--- config.mk ---
export PLATFORM = sky130hd
export DESIGN_NAME = hex_display_scanner_flat
export DESIGN_NICKNAME = d
export VERILOG_FILES = /design/src/rtl/hex_display_scanner_pkg.sv /design/src/rtl/hex_display_scanner_if.sv /design/src/rtl/hex_display_scanner_seven_seg_decoder.sv /design/src/rtl/hex_display_scanner.sv /design/src/flat_wrapper.sv
export SDC_FILE = /design/constraint.sdc
export NUM_CORES = 1
export LEC_CHECK = 0
export CORE_MARGIN = 10
export CORE_UTILIZATION = 45
export CTS_CLUSTER_DIAMETER = 120
export DETAILED_ROUTE_END_ITERATION = 16
export PLACE_DENSITY_LB_ADDON = 0.2
export SYNTH_ARGS = -nofsm -noshare
export SYNTH_HDL_FRONTEND = slang
export SYNTH_SLANG_ARGS = --single-unit
--- constraint.sdc ---
create_clock -name clk -period 3.1 [get_ports clk]
set_clock_uncertainty 0.2 [all_clocks]
set_input_delay 0.465 -clock clk [delete_from_list [all_inputs] [get_ports clk]]
set_output_delay 0.465 -clock clk [all_outputs]
set_load 0.05 [all_outputs]
--- src/rtl/hex_display_scanner_pkg.sv ---
// Shared types and constants for the multiplexed hex display scanner.
// Latency: n/a (types, constants and a width helper only).
// Backpressure: n/a.
package hex_disp_pkg;

  typedef enum logic {
    BLANK = 1'b0,
    DRIVE = 1'b1
  } state_t;

  localparam logic [6:0] SEG_OFF  = 7'h7F;
  localparam int         NIBBLE_W = 4;

  // $clog2 that never yields a zero-width vector (for counts of 1 or 2).
  function automatic int clog2_min1(input int v);
    return (v <= 2) ? 1 : $clog2(v);
  endfunction

endpackage

--- src/rtl/hex_display_scanner_if.sv ---
// Load handshake, digit enables and display outputs of the scanner.
// Latency: n/a (wiring only).
// Backpressure: load_valid is held by the master until load_ready is seen.
// Ports: load_data/load_valid/load_ready (new display word), digit_en (live
// per-digit enables), seg_n/dig_n (active-low display bus), frame_done (pulse).
interface hex_display_scanner_if #(
  parameter int NUM_DIGITS = 4
);
  logic [4*NUM_DIGITS-1:0] load_data;
  logic                    load_valid;
  logic                    load_ready;
  logic [NUM_DIGITS-1:0]   digit_en;
  logic [6:0]              seg_n;
  logic [NUM_DIGITS-1:0]   dig_n;
  logic                    frame_done;

  modport master (
    output load_data, load_valid, digit_en,
    input  load_ready, seg_n, dig_n, frame_done
  );

  modport slave (
    input  load_data, load_valid, digit_en,
    output load_ready, seg_n, dig_n, frame_done
  );
endinterface

--- src/rtl/hex_display_scanner_seven_seg_decoder.sv ---
// Hex nibble to active-low seven-segment pattern (bit0 = a ... bit6 = g).
// Latency: combinational.
// Backpressure: none.
// Ports: hex (4-bit value in), seg_n (7-bit active-low pattern out).
module seven_seg_decoder
  import hex_disp_pkg::*;
(
  input  logic [NIBBLE_W-1:0] hex,
  output logic [6:0]          seg_n
);

  always_comb begin
    seg_n = SEG_OFF;
    case (hex)
      4'h0: seg_n = 7'h40;
      4'h1: seg_n = 7'h79;
      4'h2: seg_n = 7'h24;
      4'h3: seg_n = 7'h30;
      4'h4: seg_n = 7'h19;
      4'h5: seg_n = 7'h12;
      4'h6: seg_n = 7'h02;
      4'h7: seg_n = 7'h78;
      4'h8: seg_n = 7'h00;
      4'h9: seg_n = 7'h10;
      4'hA: seg_n = 7'h08;
      4'hB: seg_n = 7'h03;
      4'hC: seg_n = 7'h46;
      4'hD: seg_n = 7'h21;
      4'hE: seg_n = 7'h06;
      4'hF: seg_n = 7'h0E;
      default: seg_n = SEG_OFF;
    endcase
  end

endmodule

--- src/rtl/hex_display_scanner.sv ---
// Time-multiplexes NUM_DIGITS hex nibbles onto one decoder with a blank gap per slot.
// Latency: outputs registered; first digit-0 strobe BLANK_CYC cycles after reset release.
// Backpressure: load_ready = pending buffer empty; a held word commits at the frame wrap.
// Ports: clk, resetn (synchronous, active-low), bus (hex_display_scanner_if.slave).
// Option: define LEADING_ZERO_BLANK_EN to darken leading zero digits (digit 0 always shown).
module hex_display_scanner
  import hex_disp_pkg::*;
#(
  parameter int NUM_DIGITS = 4,
  parameter int DWELL_CYC  = 1000,
  parameter int BLANK_CYC  = 16
) (
  input  logic                  clk,
  input  logic                  resetn,
  hex_display_scanner_if.slave  bus
);

  localparam int MAX_CYC = (DWELL_CYC > BLANK_CYC) ? DWELL_CYC : BLANK_CYC;
  localparam int CNT_W   = clog2_min1(MAX_CYC);
  localparam int IDX_W   = clog2_min1(NUM_DIGITS);
  localparam int DATA_W  = NIBBLE_W * NUM_DIGITS;

  localparam logic [CNT_W-1:0] DWELL_LAST = CNT_W'(DWELL_CYC - 1);
  localparam logic [CNT_W-1:0] BLANK_LAST = CNT_W'(BLANK_CYC - 1);
  localparam logic [IDX_W-1:0] IDX_LAST   = IDX_W'(NUM_DIGITS - 1);

  state_t              state_q, state_nxt;
  logic [CNT_W-1:0]    cnt_q, cnt_nxt;
  logic [IDX_W-1:0]    idx_q, idx_nxt;
  logic [DATA_W-1:0]   active_q, pending_q;
  logic                pending_full_q;
  logic [6:0]          seg_q, seg_nxt;
  logic [NUM_DIGITS-1:0] dig_q, dig_nxt;
  logic                frame_done_q;

  logic                slot_end, wrap, accept, show;
  logic [NIBBLE_W-1:0] cur_nib;
  logic [6:0]          cur_seg;
  logic [NUM_DIGITS-1:0] suppress;

  assign accept         = bus.load_valid & ~pending_full_q;
  assign bus.load_ready = ~pending_full_q;
  assign bus.seg_n      = seg_q;
  assign bus.dig_n      = dig_q;
  assign bus.frame_done = frame_done_q;

  assign cur_nib = active_q[int'(idx_q)*NIBBLE_W +: NIBBLE_W];

  seven_seg_decoder u_dec (
    .hex   (cur_nib),
    .seg_n (cur_seg)
  );

`ifdef LEADING_ZERO_BLANK_EN
  // Walk down from the top digit; a digit stays dark while it and every digit
  // above it are zero. Digit 0 is outside the loop so it is always shown.
  logic zero_run;
  always_comb begin
    suppress = '0;
    zero_run = 1'b1;
    for (int i = NUM_DIGITS - 1; i >= 1; i--) begin
      zero_run    = zero_run & (active_q[i*NIBBLE_W +: NIBBLE_W] == '0);
      suppress[i] = zero_run;
    end
  end
`else
  assign suppress = '0;
`endif

  // A disabled or suppressed digit still consumes its slot, keeping brightness uniform.
  assign show = bus.digit_en[idx_q] & ~suppress[idx_q];

  always_comb begin
    slot_end  = (state_q == BLANK) ? (cnt_q == BLANK_LAST) : (cnt_q == DWELL_LAST);
    wrap      = (state_q == DRIVE) && slot_end && (idx_q == IDX_LAST);
    state_nxt = state_q;
    cnt_nxt   = cnt_q + 1'b1;
    idx_nxt   = idx_q;
    if (slot_end) begin
      cnt_nxt   = '0;
      state_nxt = (state_q == BLANK) ? DRIVE : BLANK;
      if (state_q == DRIVE) begin
        idx_nxt = (idx_q == IDX_LAST) ? '0 : idx_q + 1'b1;
      end
    end
    // idx only moves when leaving DRIVE, so idx_q is the digit of any DRIVE cycle ahead.
    seg_nxt = SEG_OFF;
    dig_nxt = '1;
    if (state_nxt == DRIVE && show) begin
      seg_nxt        = cur_seg;
      dig_nxt[idx_q] = 1'b0;
    end
  end

  always_ff @(posedge clk) begin
    if (!resetn) begin
      state_q        <= BLANK;
      cnt_q          <= '0;
      idx_q          <= '0;
      active_q       <= '0;
      pending_q      <= '0;
      pending_full_q <= 1'b0;
      seg_q          <= SEG_OFF;
      dig_q          <= '1;
      frame_done_q   <= 1'b0;
    end else begin
      state_q      <= state_nxt;
      cnt_q        <= cnt_nxt;
      idx_q        <= idx_nxt;
      seg_q        <= seg_nxt;
      dig_q        <= dig_nxt;
      frame_done_q <= wrap;
      // accept needs an empty buffer and commit needs a full one, so they never collide.
      if (accept) begin
        pending_q      <= bus.load_data;
        pending_full_q <= 1'b1;
      end else if (wrap && pending_full_q) begin
        active_q       <= pending_q;
        pending_full_q <= 1'b0;
      end
    end
  end

endmodule

--- src/flat_wrapper.sv ---
// flat-port wrapper written by rule: the top's interface ports become plain ports
module hex_display_scanner_flat import hex_disp_pkg::*;
#(
  parameter int NUM_DIGITS = 4,
  parameter int DWELL_CYC  = 1000,
  parameter int BLANK_CYC  = 16
)
  (clk, resetn, bus_load_data, bus_load_valid, bus_digit_en, bus_load_ready, bus_seg_n, bus_dig_n, bus_frame_done);
  hex_display_scanner_if #(.NUM_DIGITS(NUM_DIGITS)) bus_i ();
  input  logic clk;
  input  logic resetn;
  input wire logic [$bits(bus_i.load_data)-1:0] bus_load_data;
  input wire logic [$bits(bus_i.load_valid)-1:0] bus_load_valid;
  input wire logic [$bits(bus_i.digit_en)-1:0] bus_digit_en;
  output wire logic [$bits(bus_i.load_ready)-1:0] bus_load_ready;
  output wire logic [$bits(bus_i.seg_n)-1:0] bus_seg_n;
  output wire logic [$bits(bus_i.dig_n)-1:0] bus_dig_n;
  output wire logic [$bits(bus_i.frame_done)-1:0] bus_frame_done;
  assign bus_i.load_data = bus_load_data;
  assign bus_i.load_valid = bus_load_valid;
  assign bus_i.digit_en = bus_digit_en;
  assign bus_load_ready = bus_i.load_ready;
  assign bus_seg_n = bus_i.seg_n;
  assign bus_dig_n = bus_i.dig_n;
  assign bus_frame_done = bus_i.frame_done;
  hex_display_scanner #(.NUM_DIGITS(NUM_DIGITS), .DWELL_CYC(DWELL_CYC), .BLANK_CYC(BLANK_CYC)) u_core (.clk(clk), .resetn(resetn), .bus(bus_i));
endmodule
==> impl_metrics.yaml, run 1 <==
placement:
  gpl.final_weighted_congestion: 0.868
  place_hpwl_um: 3450
  port-buffer-count: 35
  postPlaceCellArea_um2: 2930
global_route:
  gr-usage-met1_pct: 13.5
  antenna_found_initial: 0
  met3_global_route_usage_pct: 4.68
  busiest_layer_in_global_routing: "met2"
  groute.usage.overall_pct: 11.3
  first_global_vias: 1707
  grt_first_pass_wirelength_um: 7910
  global_route.overflow_total: 0
  global_route_met2_usage_pct: 17.0
  pin_count_of_the_biggest_net_entering_global_routing: 47
drt:
  route.detailed.drc: 0
  total_iterations_of_the_first_detailed_routing_run: 4
  viasPerCell: 4.84
  postRouteWirelength_um: 4800
  detail-route-antenna-nets: 0
  detail_route.wl_per_cell_um: 12.5
  num_vias: 1865
  detailedRoute.firstIterationViolations: 42
clocking:
  cts_hold_buf: 0
  cts_post_setup_buffers_inserted: 0
  cts.clk_slew.worst_paths_ns: 0.06
  clock_tree.htree_level_count: 3
  clock_buffer_depth: 2
  ctsRootBufferMaster: "clkbuf_8"
  cts_made_buffers: 9
  tritoncts: "yes"
  post_cts_resized: 0
  clock_sink_count: 58
  worstSkewPairLatency_ns: 0.34
sta:
  final.period_utilization_pct: 79.8
  slew_limit_fails: 0
  worst_pin_slew_ns: 0.527
  fmaxAchievable_mhz: 404
  tns_ns: 0
  report.final.hold_viol_count: 0
  final.hold.worst_slack_ns: 0.263
  post-route-min-period_ns: 2.47
  max-slew-margin-rel_pct: 64.8
  rsz0062_at_grt: "no"
  finalSetupViolations: 0
logic_synthesis:
  synth_top_cell_by_area: "dfxtp_1"
  synth-main-ff-cell: "dfxtp_1"
  syn-num-nets: 307
  synth.ff_latch_count: 58
  number_of_flops_mapped_to_enable_cells_by_yosys: 0
  post_synth_most_frequent_cells: "nand2_1, dfxtp_1, a21boi_0"
  synth_seq_area_share_pct: 46.1
  post_synthesis_cells: 272
  post_synth_num_cell_types: 35
  yosysMostFrequentCell: "nand2_1"
  syn-cell-area_um2: 2520
  most_area_consuming_cells_after_synthesis: "dfxtp_1, nand2_1, a21boi_0"
  ys_warn_count: 0
  synth_top_cell_area_share_pct: 46.1
  postSynth.asyncResetShare_pct: 0
  postSynthAreaPerCell_um2: 9.26
cells_and_area:
  sequential_cell_area_um2: 1160
  layout-area-overhead-vs-synth_pct: 23.6
  design_area_um2: 3110
  multi_input_area_um2: 1250
  insertedDiodeCount: 0
  nNetsFinal: 343
  fill_cells: 536
  final_layout_size_suffix_gt1_share_pct: 8.95
pwr:
  power_per_cell_area_nw_per_um2: 483
  ir_worst_vdd_mv: 0.291
  leakagePower_nw: 1.08
floorplanning:
  rows: 27
  chipHeight_um: 94.8
  initial_utilization_pct: 46.0
  core_um2: 5470
  dieWidth_um: 94.8
  io_pins: 36
  dieArea_um2: 8990
job:
  max_cap_violations: 0
worst_setup_path:
  timing.setup.critical_path_class: "reg -> reg"
  worstPathArrival_ns: 2.54
  timing.critical_path.from_type: "flop"
  crit_path_end_kind: "flop"
  critPathRequiredTime_ns: 3.16
  path_max_fanout: 12
outcome:
  status: "completed"
worst_hold_path:
  class_of_the_tightest_hold_or_removal_check: "reg -> reg"
[sequential cells by signal, summed over array words and instances (netlist names)]
register / flops
u_core.bus.seg_n: 7
u_core.state_q: 1
u_core.pending_q: 16
u_core.bus.frame_done: 1
u_core.idx_q: 2
u_core.cnt_q: 10
u_core.bus.dig_n: 4
u_core.pending_full_q: 1
u_core.active_q: 16
[final cells by class]
class	instances	area share, %
multi-input combinational	189	40.1
clock buffer	10	4.10
sequential	58	37.3
inverter	9	1.09
timing repair buffer	41	12.7
tap	72	2.89
clock inverter	6	1.85
[critical path: stages, from the launching register on]
cell,delay (ns)
dfxtp_1,0.43
nand4_1,0.16
or3_4,0.40
a211oi_4,0.21
ha_1,0.25
and2_1,0.17
and2_1,0.26
nor3b_1,0.19
a31oi_1,0.13
[logic make-up after synthesis]
kind of cell             after synthesis  share of synthesized area (%)
flip-flops                            58                           46.1
multiplexers                           9                           6.06
AO/OA/AOI/OAI                         46                           13.9
adder cells (fa/ha/maj)               12                           5.96
AND/OR/NAND/NOR                      114                           20.9
XOR/XNOR                               8                           2.78
buffers and inverters                 25                           4.37
[per-stage QoR]
step	cells	utilization (%)	worst slack, ns	total power, mW
2_1_floorplan	272	-	0.422	0.825
3_3_place_gp	369	53.5	0.730	0.865
3_5_place_dp	369	53.5	0.652	0.865
4_1_cts	385	56.9	0.625	1.52
5_1_grt	385	56.9	0.463	1.57
6_report	385	56.9	0.627	1.50
[placed cells by master (no fill, tap or decap), drive strengths merged, types with 5 or more instances in the layout]
| master | count |
|---|---|
| clkbuf | 10 |
| clkdlybuf4s50 | 35 |
| a21boi | 32 |
| nand3 | 6 |
| dfxtp | 58 |
| buf | 6 |
| ha | 12 |
| mux4 | 5 |
| nor3b | 10 |
| xnor2 | 5 |
| inv | 9 |
| nand2 | 74 |
[metal layers]
| metal | up-vias | share of wire (%) | routed length, um |
|---|---|---|---|
| met1 | 842 | 48 | 2320 |
| met4 | 0 | 1.7 | 80 |
| li1 | 982 | - | - |
| met3 | 6 | 5.6 | 267 |
| met2 | 35 | 44 | 2130 |
| met5 | - | 0 | 0 |
[final timing paths]
kind / from / endpoint / slack, ns / cells past startpoint
max: u_core.cnt_q[5] / u_core.bus.seg_n[3] / 0.63 / 8
min: u_core.active_q[0] / u_core.active_q[0] / 0.26 / 2
max reg2reg: u_core.cnt_q[5] / u_core.bus.seg_n[3] / 0.63 / 8
min reg2reg: u_core.active_q[0] / u_core.active_q[0] / 0.26 / 2
[power by group]
group	switching (mW)	total, mW	leakage, nW	internal (mW)
sequential	0.0103	0.772	0.471	0.761
clock	0.291	0.656	0.0958	0.365
combinational	0.0318	0.0767	0.518	0.0450
(Power assumes the default switching activity.)
==> run 2: changes to the inputs <==
Clock period 3.1 ns to 2.5 ns, I/O delays scaled along.
==> impl_metrics.yaml, run 2 (synthesized netlist as in run 1, its figures left out) <==
sta:
  max-slew-margin-rel_pct: 64.6
  worst_pin_slew_ns: 0.529
  fmaxAchievable_mhz: 426
  rsz0062_at_grt: "no"
  finalSetupViolations: 0
  slew_limit_fails: 0
  final.period_utilization_pct: 93.8
  report.final.hold_viol_count: 0
  fin_ws_ns: 0.154
  post-route-min-period_ns: 2.35
clocking:
  clock_sink_count: 58
  cts_hold_buf: 0
  tritoncts: "yes"
  cts_post_setup_buffers_inserted: 0
  clock_buffer_depth: 2
  ctsRootBufferMaster: "clkbuf_8"
  worstSkewPairLatency_ns: 0.32
  clock_tree.htree_level_count: 3
  cts_made_buffers: 9
  cts.clk_slew.worst_paths_ns: 0.06
placement:
  gpl.final_weighted_congestion: 0.822
  place_hpwl_um: 3500
  detailedPlace.worstSlack_ns: 0.138
  port-buffer-count: 35
outcome:
  status: "completed"
worst_hold_path:
  worstHoldPathCells: 2
  endpoint_with_the_worst_hold_slack: "u_core.active_q[13]"
  class_of_the_tightest_hold_or_removal_check: "reg -> reg"
  hp-start: "u_core.active_q[13]"
worst_setup_path:
  rr_startpoint: "u_core.cnt_q[8]"
  worstPathCellList: "nand4_1 > or3_4 > a211oi_4 > ha_4 > and2_1 > and2_1 > nor3b_1 > a31oi_1"
  timing.critical_path.from_type: "flop"
  timing.setup.critical_path_class: "reg -> reg"
  reg2reg_to: "u_core.bus.seg_n[3]"
  worstPathArrival_ns: 2.40
  timing.reg2reg.worst_path_depth: 8
  worst-r2r-setup-slack_ns: 0.15
  cp_max_delay_cell: "or3_4"
  critPathRequiredTime_ns: 2.55
  crit_path_end_kind: "flop"
  worst_path_most_repeated_cell: "and2_1"
  path_max_fanout: 7
  crit_path_max_incr_delay_ns: 0.40
cells_and_area:
  layout_commonest_cell: "nand2_1"
  biggest_regs: "u_core.active_q (16), u_core.pending_q (16), u_core.cnt_q (10)"
  layout-area-overhead-vs-synth_pct: 25.0
  most-common-layout-cells: "nand2_1, dfxtp_1, clkdlybuf4s50_1"
  nNetsFinal: 348
  final_layout_size_suffix_gt1_share_pct: 10.4
  insertedDiodeCount: 0
  finalCoreUtilization_pct: 57.5
drt:
  postRouteWirelength_um: 4920
  detailedRoute.firstIterationViolations: 59
  viasPerCell: 4.83
  detail_route.wl_per_cell_um: 12.7
  route.detailed.drc: 0
  detail-route-antenna-nets: 0
  num_vias: 1880
  total_iterations_of_the_first_detailed_routing_run: 4
pwr:
  power_per_cell_area_nw_per_um2: 571
  power.share.switching_pct: 21.9
  leakagePower_nw: 1.11
  total_switching_power_mw: 0.394
  sequentialPowerShare_pct: 53.2
  power_frac_clock_pct: 41.5
  ir_worst_vdd_mv: 0.427
  power.internal_mw: 1.40
  power.combinational.fraction_pct: 5.3
floorplanning:
  rows: 27
  chipHeight_um: 94.8
  dieWidth_um: 94.8
  dieArea_um2: 8990
  core_um2: 5470
  io_pins: 36
  initial_utilization_pct: 46.0
global_route:
  groute.usage.overall_pct: 12.0
  pin_count_of_the_biggest_net_entering_global_routing: 47
  grt_first_pass_wirelength_um: 8580
  global_route.overflow_total: 0
  first_global_vias: 1897
  antenna_found_initial: 0
job:
  max_cap_violations: 0
run 2: final cells by class:
cell class | count | area [um^2]
fill | 523 | 2320
multi-input combinational | 189 | 1260
sequential | 58 | 1160
timing repair buffer | 46 | 433
clock buffer | 12 | 155
tap | 72 | 90.1
inverter | 9 | 33.8
clock inverter | 3 | 15.0
run 2: power groups by stage:
stage                     Sequential (mW)  Combinational [mW]  Clock (mW)
after floorplan                     0.973              0.0498           0
after global placement              0.976              0.0959           0
after detailed placement            0.976              0.0966           0
after CTS                           0.956              0.0970       0.766
after global routing                0.958               0.107       0.804
final                               0.956              0.0948       0.746
run 2: worst max-delay path by stage:
stage	from	to	slack, ns	cells after the start
floorplan	u_core.cnt_q[5]	u_core.bus.seg_n[4]	-0.002	8
global placement	u_core.cnt_q[8]	u_core.bus.seg_n[3]	0.21	8
detailed placement	u_core.cnt_q[8]	u_core.bus.seg_n[3]	0.14	8
CTS	u_core.cnt_q[8]	u_core.bus.seg_n[3]	0.12	8
global route	u_core.cnt_q[8]	u_core.bus.seg_n[3]	0.02	8
finish	u_core.cnt_q[8]	u_core.bus.seg_n[3]	0.15	8
run 2: critical path, delay by kind of cell (launching register included):
| kind | cells | cell delay (ns) |
|---|---|---|
| adders and majority gates | 1 | 0.24 |
| AOI/OAI and AO/OA | 2 | 0.43 |
| DFF | 1 | 0.36 |
| and+or+nand+nor | 5 | 1.05 |
run 2: metal layers:
metal	track usage (%)	wire length (um)	share of wire (%)
met4	7.11	99	2.0
met5	0	0	0
met1	14.3	2390	49
met3	4.04	264	5.4
met2	18.5	2170	44
run 2: stage by stage:
stage	hold WS [ns]	area [um^2]	total power [mW]	std cells	setup TNS [ns]
2_1_floorplan	0.227	2530	1.02	272	-0.00580
3_3_place_gp	0.245	2970	1.07	374	0
3_5_place_dp	0.248	2970	1.07	374	0
4_1_cts	0.259	3140	1.82	389	0
5_1_grt	0.279	3150	1.87	389	0
6_report	0.262	3150	1.80	389	0
run 2: timing repair:
action / CTS / global route
gates resized for setup: 0 / 1
hold endpoints to repair: 0 / 0
endpoints found under the setup margin: 0 / 2
